`config.mk`:
```
export PLATFORM = sky130hd
export DESIGN_NAME = inst_encoder_flat
export DESIGN_NICKNAME = d
export VERILOG_FILES = /design/src/rtl/inst_encoder_if.sv /design/src/rtl/inst_encoder.sv /design/src/flat_wrapper.sv
export SDC_FILE = /design/constraint.sdc
export NUM_CORES = 1
export LEC_CHECK = 0
export BUFFER_PORTS_ARGS = -buffer_cell sky130_fd_sc_hd__buf_4
export CORE_MARGIN = 2
export CORE_UTILIZATION = 36
export CTS_CLUSTER_SIZE = 30
export DETAILED_ROUTE_END_ITERATION = 10
export PLACE_DENSITY = 0.65
export SLEW_MARGIN = 20
export SYNTH_ARGS = -nofsm -noshare
export SYNTH_HDL_FRONTEND = slang
export SYNTH_SLANG_ARGS = --single-unit
```
`constraint.sdc`:
```
create_clock -name clk -period 3.3 [get_ports clk]
set_input_delay 0.66 -clock clk [delete_from_list [all_inputs] [get_ports clk]]
set_output_delay 0.66 -clock clk [all_outputs]
set_load 0.02 [all_outputs]
```
`src/rtl/inst_encoder_if.sv`:
```
// Field-bundle input and IMEM write port of the instruction encoder.
// Valid/ready rule on both sides: a transfer happens on any rising edge where valid && ready.
interface inst_encoder_if #(
   parameter int ADDR_W = 10
);
   logic              in_valid;
   logic              in_ready;
   logic [6:0]        in_opcode;
   logic [4:0]        in_rd;
   logic [4:0]        in_rs1;
   logic [4:0]        in_rs2;
   logic [2:0]        in_funct3;
   logic [31:0]       in_imm;

   logic              mem_we;
   logic              mem_ready;
   logic [ADDR_W-1:0] mem_addr;
   logic [31:0]       mem_wdata;

   // Loader/memory side: supplies bundles and write acceptance.
   modport master (
      output in_valid, in_opcode, in_rd, in_rs1, in_rs2, in_funct3, in_imm,
      input  in_ready,
      input  mem_we, mem_addr, mem_wdata,
      output mem_ready
   );

   // Encoder side.
   modport slave (
      input  in_valid, in_opcode, in_rd, in_rs1, in_rs2, in_funct3, in_imm,
      output in_ready,
      output mem_we, mem_addr, mem_wdata,
      input  mem_ready
   );
endinterface

```
`src/rtl/inst_encoder.sv`:
```
// Packs decoded RV32I I/S-type fields into instruction words and writes them
// to IMEM at a self-incrementing word address through a one-entry output stage.
module inst_encoder #(
   parameter int ADDR_W    = 10,
   parameter int BASE_ADDR = 0
) (
   input  logic            clk,
   input  logic            rst,
   input  logic            clear,
   inst_encoder_if.slave   bus,
   output logic            err,
   output logic [7:0]      err_count,
   output logic [ADDR_W:0] word_count,
   output logic            wrapped,
   output logic            dbg_state_o
);

   typedef enum logic {
      S_EMPTY = 1'b0,
      S_FULL  = 1'b1
   } state_e;

   localparam logic [6:0]        OP_IMM   = 7'b0010011;
   localparam logic [6:0]        OP_LOAD  = 7'b0000011;
   localparam logic [6:0]        OP_STORE = 7'b0100011;
   localparam logic [ADDR_W-1:0] BASE     = BASE_ADDR[ADDR_W-1:0];
   localparam logic [ADDR_W-1:0] ADDR_MAX = {ADDR_W{1'b1}};
   localparam logic [ADDR_W-1:0] ADDR_ONE = ADDR_W'(1);
   localparam logic [ADDR_W:0]   WC_MAX   = {1'b1, {ADDR_W{1'b0}}};
   localparam logic [ADDR_W:0]   WC_ONE   = (ADDR_W+1)'(1);

   state_e            state_q, state_d;
   logic [31:0]       wdata_q, wdata_d;
   logic [ADDR_W-1:0] addr_q, addr_d;
   logic [ADDR_W:0]   wcnt_q, wcnt_d;
   logic              wrap_q, wrap_d;
   logic              err_q, err_d;
   logic [7:0]        errc_q, errc_d;

   logic        is_i, is_s, imm_ok, legal;
   logic [31:0] enc_word;
   logic        in_ready, in_acc, wr_acc, legal_acc, illegal_acc;

   // Format decode, range check and packing of the incoming bundle.
   always_comb begin
      is_i   = (bus.in_opcode == OP_IMM) || (bus.in_opcode == OP_LOAD);
      is_s   = (bus.in_opcode == OP_STORE);
      // Immediate fits 12 signed bits only if bits 31..11 are a pure sign extension.
      imm_ok = (&bus.in_imm[31:11]) || !(|bus.in_imm[31:11]);
      legal  = (is_i || is_s) && imm_ok;
      if (is_s) begin
         enc_word = {bus.in_imm[11:5], bus.in_rs2, bus.in_rs1, bus.in_funct3,
                     bus.in_imm[4:0], bus.in_opcode};
      end else begin
         enc_word = {bus.in_imm[11:0], bus.in_rs1, bus.in_funct3, bus.in_rd,
                     bus.in_opcode};
      end
   end

   assign in_ready    = (state_q == S_EMPTY) || bus.mem_ready;
   assign in_acc      = bus.in_valid && in_ready;
   assign wr_acc      = (state_q == S_FULL) && bus.mem_ready;
   assign legal_acc   = in_acc && legal;
   assign illegal_acc = in_acc && !legal;

   // Output stage FSM: EMPTY holds nothing, FULL presents one word to memory.
   always_comb begin
      state_d = state_q;
      wdata_d = wdata_q;
      case (state_q)
         S_EMPTY: begin
            if (legal_acc) state_d = S_FULL;
         end
         S_FULL: begin
            if (wr_acc && !legal_acc) state_d = S_EMPTY;
         end
         default: state_d = S_EMPTY;
      endcase
      if (legal_acc) wdata_d = enc_word;
   end

   // Address, word count and wrap tracking; clear wins over a coincident write.
   always_comb begin
      addr_d = addr_q;
      wcnt_d = wcnt_q;
      wrap_d = wrap_q;
      if (clear) begin
         addr_d = BASE;
         wcnt_d = '0;
         wrap_d = 1'b0;
      end else if (wr_acc) begin
         addr_d = addr_q + ADDR_ONE;
         if (addr_q == ADDR_MAX) wrap_d = 1'b1;
         if (wcnt_q != WC_MAX) wcnt_d = wcnt_q + WC_ONE;
      end
   end

   always_comb begin
      err_d  = illegal_acc;
      errc_d = errc_q;
      if (clear) begin
         errc_d = '0;
      end else if (illegal_acc && (errc_q != 8'hFF)) begin
         errc_d = errc_q + 8'd1;
      end
   end

   always_ff @(posedge clk) begin
      if (rst) begin
         state_q <= S_EMPTY;
         wdata_q <= '0;
         addr_q  <= BASE;
         wcnt_q  <= '0;
         wrap_q  <= 1'b0;
         err_q   <= 1'b0;
         errc_q  <= '0;
      end else begin
         state_q <= state_d;
         wdata_q <= wdata_d;
         addr_q  <= addr_d;
         wcnt_q  <= wcnt_d;
         wrap_q  <= wrap_d;
         err_q   <= err_d;
         errc_q  <= errc_d;
      end
   end

   assign bus.in_ready  = in_ready;
   assign bus.mem_we    = (state_q == S_FULL);
   assign bus.mem_addr  = addr_q;
   assign bus.mem_wdata = wdata_q;
   assign err           = err_q;
   assign err_count     = errc_q;
   assign word_count    = wcnt_q;
   assign wrapped       = wrap_q;
   assign dbg_state_o   = state_q;

endmodule

```
`src/flat_wrapper.sv`:
```
// flat-port wrapper written by rule: the top's interface ports become plain ports
module inst_encoder_flat 
#(
   parameter int ADDR_W    = 10,
   parameter int BASE_ADDR = 0
)
  (clk, rst, clear, err, err_count, word_count, wrapped, dbg_state_o, bus_in_valid, bus_in_opcode, bus_in_rd, bus_in_rs1, bus_in_rs2, bus_in_funct3, bus_in_imm, bus_in_ready, bus_mem_we, bus_mem_addr, bus_mem_wdata, bus_mem_ready);
  inst_encoder_if #(.ADDR_W(ADDR_W)) bus_i ();
  input  logic clk;
  input  logic rst;
  input  logic clear;
  output logic err;
  output logic [7:0] err_count;
  output logic [ADDR_W:0] word_count;
  output logic wrapped;
  output logic dbg_state_o;
  input wire logic [$bits(bus_i.in_valid)-1:0] bus_in_valid;
  input wire logic [$bits(bus_i.in_opcode)-1:0] bus_in_opcode;
  input wire logic [$bits(bus_i.in_rd)-1:0] bus_in_rd;
  input wire logic [$bits(bus_i.in_rs1)-1:0] bus_in_rs1;
  input wire logic [$bits(bus_i.in_rs2)-1:0] bus_in_rs2;
  input wire logic [$bits(bus_i.in_funct3)-1:0] bus_in_funct3;
  input wire logic [$bits(bus_i.in_imm)-1:0] bus_in_imm;
  output wire logic [$bits(bus_i.in_ready)-1:0] bus_in_ready;
  output wire logic [$bits(bus_i.mem_we)-1:0] bus_mem_we;
  output wire logic [$bits(bus_i.mem_addr)-1:0] bus_mem_addr;
  output wire logic [$bits(bus_i.mem_wdata)-1:0] bus_mem_wdata;
  input wire logic [$bits(bus_i.mem_ready)-1:0] bus_mem_ready;
  assign bus_i.in_valid = bus_in_valid;
  assign bus_i.in_opcode = bus_in_opcode;
  assign bus_i.in_rd = bus_in_rd;
  assign bus_i.in_rs1 = bus_in_rs1;
  assign bus_i.in_rs2 = bus_in_rs2;
  assign bus_i.in_funct3 = bus_in_funct3;
  assign bus_i.in_imm = bus_in_imm;
  assign bus_in_ready = bus_i.in_ready;
  assign bus_mem_we = bus_i.mem_we;
  assign bus_mem_addr = bus_i.mem_addr;
  assign bus_mem_wdata = bus_i.mem_wdata;
  assign bus_i.mem_ready = bus_mem_ready;
  inst_encoder #(.ADDR_W(ADDR_W), .BASE_ADDR(BASE_ADDR)) u_core (.clk(clk), .rst(rst), .clear(clear), .bus(bus_i), .err(err), .err_count(err_count), .word_count(word_count), .wrapped(wrapped), .dbg_state_o(dbg_state_o));
endmodule
```
Yosys cells after proc, flatten, opt, wreduce, memory -nomap -nowiden
Index checks and enable logic that the tools add are counted.

storage, ports and cells
  register bits after elaboration = 64
  input port bits = 62

operators by class
  $add $sub $neg = 3
  eq/ne operators = 6
  mux-type cells = 4
  bitwise logic cells = 1
  reductions and logical operators = 19

operator list
  cell                   number
  $mux 25                1
  $reduce_and 21->1      1
  $reduce_or 21->1       1
  $add 11x1->11 const B  1
  $ne 11x11->1 const B   1
  $add 10x1->10 const B  1
  $eq 10x10->1 const B   1
  $add 8x1->8 const B    1
  $ne 8x8->1 const B     1
  $eq 7x2->1 const B     1
  $eq 7x5->1 const B     1
  $eq 7x6->1 const B     1
  $logic_and 1x1->1      7
  $logic_or 1x1->1       4
  $reduce_and 2->1       2
  $logic_not 1->1        3
  $mux 1                 2
  $pmux 1 s2             1
  $reduce_or 2->1        1
  $not 1->1              1

Longest topological paths before layout
  depth after elaboration = 9
  gate-level depth with buffers = 8
  gate-level depth less buffers = 8

Least setup slack after synthesis
OpenSTA, ideal clock, no wires.

  path type = input to register
  start point = in bus_in_imm[22]
  end point = reg u_core.wdata_q[14], in the netlist u_core.bus.mem_wdata[14]
  library setup time = 0.128 ns
  data arrival time = 1.933 ns
  required time = 3.172 ns
  setup slack = 1.239 ns
  stages = 7
  cell sequence = nor4_1 > nand4_1 > a2bb2oi_2 > nor3_4 > buf_6 > mux2i_1 > nor2_1

on the way
  longest elaborated chain between the ends = 5

ends and longest elaborated chain
  element                line                 source
  from (decl)            flat_wrapper.sv:23   input wire logic [$bits(bus_i.in_imm)-1:0] bus_in_imm;
  $reduce_or 21->1       inst_encoder.sv:49   imm_ok = (&bus.in_imm[31:11]) || !(|bus.in_imm[31:11]);
  $logic_not 1->1        inst_encoder.sv:49
  $logic_or 1x1->1 (*)   inst_encoder.sv:49
  $logic_and 1x1->1 (*)  inst_encoder.sv:50   legal = (is_i || is_s) && imm_ok;
  $logic_and 1x1->1 (*)  inst_encoder.sv:63   assign legal_acc = in_acc && legal;
  to (signal assigned)   inst_encoder.sv:119  wdata_q <= wdata_d;
  to (decl)              inst_encoder.sv:33   logic [31:0] wdata_q, wdata_d;

Mark *: on every way between the ends. The rest lies on a longest branch, timed or not.
A chain may end at the register's enable or synchronous reset.

Final worst setup path
  start point = in bus_in_imm[23]
  end point = reg u_core.wdata_q[28], in the netlist u_core.bus.mem_wdata[28]

The elaborated chain is that of the path after synthesis.

==> key figures <==
Power
  – VDD IR-drop max: 0.248 mV
  – Sw frac: 22.0%
  – Net Switching: 343 µW
  – P_leak: 1.65 nW
  – Sequential Power Share: 49.7%
  – Comb pwr share: 6.3%
  – Internal: 1.22 mW
  – Power Density: 383 nW/µm²
  – Clock network fraction of design power: 44.0%

STA
  – Final Cycle Share: 66.7%
  – Fin crit period: 2200 ps
  – RSZ-0062 raised after global routing: no
  – Fin Setup TNS: 0 ps
  – Hold_ws: 475 ps
  – Setup violation total in the final timing report: 0
  – Actual slew at the worst max-slew pin: 583 ps
  – Pins over their slew limit: 0
  – Clock skew: 8.39 ps
  – Hold Violations, Final: 0
  – Peak Freq: 454 MHz
  – Slew margin rel.: 60.8%

Floorplanning
  – Initial Util: 36.9%
  – Core ar.: 7690 µm²
  – Std-Cell Rows: 32
  – Die width: 92.8 µm
  – Die Y: 92.8 µm
  – Die area: 8610 µm²
  – IO Pins: 128

CTS
  – Post-CTS Resized: 0
  – Clock latency on the worst-skew pair: 330 ps
  – H-Tree Depth: 3
  – Total setup buffers inserted after CTS: 0
  – CTS tree: yes
  – Worst-path clk slew: 70 ps
  – Post-CTS Hold Fix Bufs: 0
  – CTS Sinks: 64
  – CTS Buf Count: 9
  – Clock Path Buffers: 2
  – Root Driver: clkbuf_8

Min path
  – Worst hold path class: reg -> reg
  – Worst Hold Launch: u_core.wrapped
  – WHS Path Cells: 2

Global route
  – Largest net degree at the start of global routing: 43
  – First-pass GRT wire length: 11700 µm
  – Vias in the first global route: 2451
  – GRT Total Usage: 16.9%
  – Grt total ovfl: 0
  – Initial antenna violation count: 0

Layout
  – Fin util: 52.9%
  – Final Non-Filler Cells: 535
  – # fillers: 733
  – # diodes: 0
  – Layout cells sized above 1: 37.9%
  – Final Cell Area: 4070 µm²
  – Nets: 494
  – Synth-to-layout area growth: 43.3%

Setup path
  – Most used cell, CP: buf_4
  – Worst setup path start: bus_in_imm[23]
  – Worst-path maximum fanout: 42
  – CP Class: in -> reg
  – Crit path cell chain: buf_4 -> nor4_1 -> nand4_1 -> a2bb2oi_2 -> nor3_4 -> buf_4 -> mux2i_1 -> nor2_1
  – R2R depth: 8
  – Max incr delay on CP: 500 ps
  – Arrival @ worst endpoint: 2410 ps
  – Reg-to-reg critical path startpoint: u_core.word_count[0]
  – Crit path required time: 3510 ps
  – Slowest-stage cell, CP: buf_4
  – CP startpoint kind: input port
  – Setup crit end kind: flop

Yosys
  – Most numerous cell in the Yosys netlist: dfxtp_1
  – Synth cell count leaders: dfxtp_1, nor2_1, mux2i_1
  – Syn avg cell area: 9.43 µm²
  – Most used flip-flop cell after synthesis: dfxtp_1
  – FF+latch count, synth: 64
  – Post-synth cell types: 47
  – Synth area leaders: dfxtp_1, mux2i_1, nor2_1, xor2_1, a211oi_2
  – Syn Nets: 367
  – Mapped Area: 2840 µm²
  – Area leader, netlist: dfxtp_1
  – Syn Inst Count: 301
  – Synth async-reset ratio: 0%
  – Post-synth EDFFs: 0
  – Post-synthesis sequential area ratio: 45.1%
  – Synthesis warning total: 0
  – Post-synth top area share: 45.1%

Drt
  – Post-route antenna net violation count: 0
  – Routed wire length: 7340 µm
  – DRC Markers: 0
  – DR vias: 2584
  – Drt via density: 4.83
  – Per-cell routed wire length: 13.7 µm
  – First-iteration detailed-routing DRC count: 44
  – Iteration count of the initial detailed-routing pass: 4

Job
  – Max-cap violations: 0

Place
  – Post-Place Cells: 519
  – Placed cell area: 3860 µm²
  – Port Buffers: 127
  – GPL Wtd Cong: 0.810
  – Hpwl dp: 5560 µm

Outcome
  – Outcome: finished clean
[power by group through the flow]
stage	Combinational (mW)	Sequential, mW	Clock [mW]
CTS	0.0995	0.775	0.705
floorplan	0.0278	0.794	0
global route	0.107	0.774	0.738
detailed placement	0.0993	0.792	0
global placement	0.0986	0.792	0
finish	0.0982	0.775	0.686
[placed cells by master (no fill, tap or decap), types with 3 or more instances in the layout]
cell,netlist,final
and3_1,5,5
a21oi_1,9,9
nand2_1,18,18
or4_1,3,3
nand4_1,10,10
nor4_1,4,4
clkbuf_8,0,11
or3_1,3,3
xnor2_1,4,4
xor2_1,15,15
mux2i_1,27,27
ha_1,4,4
o21ai_0,5,5
nand3_1,11,11
dfxtp_1,64,64
inv_1,3,3
a211oi_2,10,10
nor3_1,3,3
nor2_1,60,60
buf_4,2,129
nor3b_1,3,3
[logic make-up after synthesis]
logic type / count (synthesis) / synth area share, %
xor+xnor: 19 / 5.86
simple gates: 137 / 24.6
flops: 64 / 45.1
mux: 27 / 9.52
buf+inv: 16 / 3.22
fa+ha+maj: 4 / 1.76
compound gates: 34 / 9.88
[path summary, 6_finish.rpt]
path	endpoint	slack, ps
setup reg to reg	u_core.word_count[7]	1160
hold reg to reg	u_core.wrapped	480
hold / removal	u_core.wrapped	480
setup / recovery	u_core.bus.mem_wdata[28]	1100
[flip-flops by register name, summed over array words and instances, names as in the netlist]
register / flops
u_core.wrapped: 1
u_core.err: 1
u_core.word_count: 11
u_core.bus.mem_we: 1
u_core.bus.mem_wdata: 32
u_core.err_count: 8
u_core.bus.mem_addr: 10
[area by class of cell]
cell class | instances | area, µm² | area share [%]
Sequential cell | 64 | 1280 | 31.5
Tap cell | 102 | 128 | 3.14
Clock inverter | 5 | 55.1 | 1.35
Inverter | 3 | 11.3 | 0.277
Clock buffer | 11 | 151 | 3.72
Multi-Input combinational cell | 221 | 1470 | 36.2
Timing Repair Buffer | 129 | 968 | 23.8
[stage by stage]
step	setup slack [ps]	power [mW]
floorplan	1240	0.822
global placement	752	0.891
detailed placement	726	0.892
CTS	1080	1.58
global route	918	1.62
finish	1100	1.56
[critical path, delay by kind of cell]
family          cells  cell delay [ps]
compound gates      1              190
simple gates        4              670
mux                 1              270
buf+inv             2              610
[metal layers]
layer	share of wire (%)	vias up	GRT usage, %
met5	0	-	0
li1	-	1319	-
met1	44	1172	20.9
met4	1.6	0	6.62
met3	7.7	10	4.72
met2	47	83	27.8
Note: power is estimated with default switching activity, not from simulation.
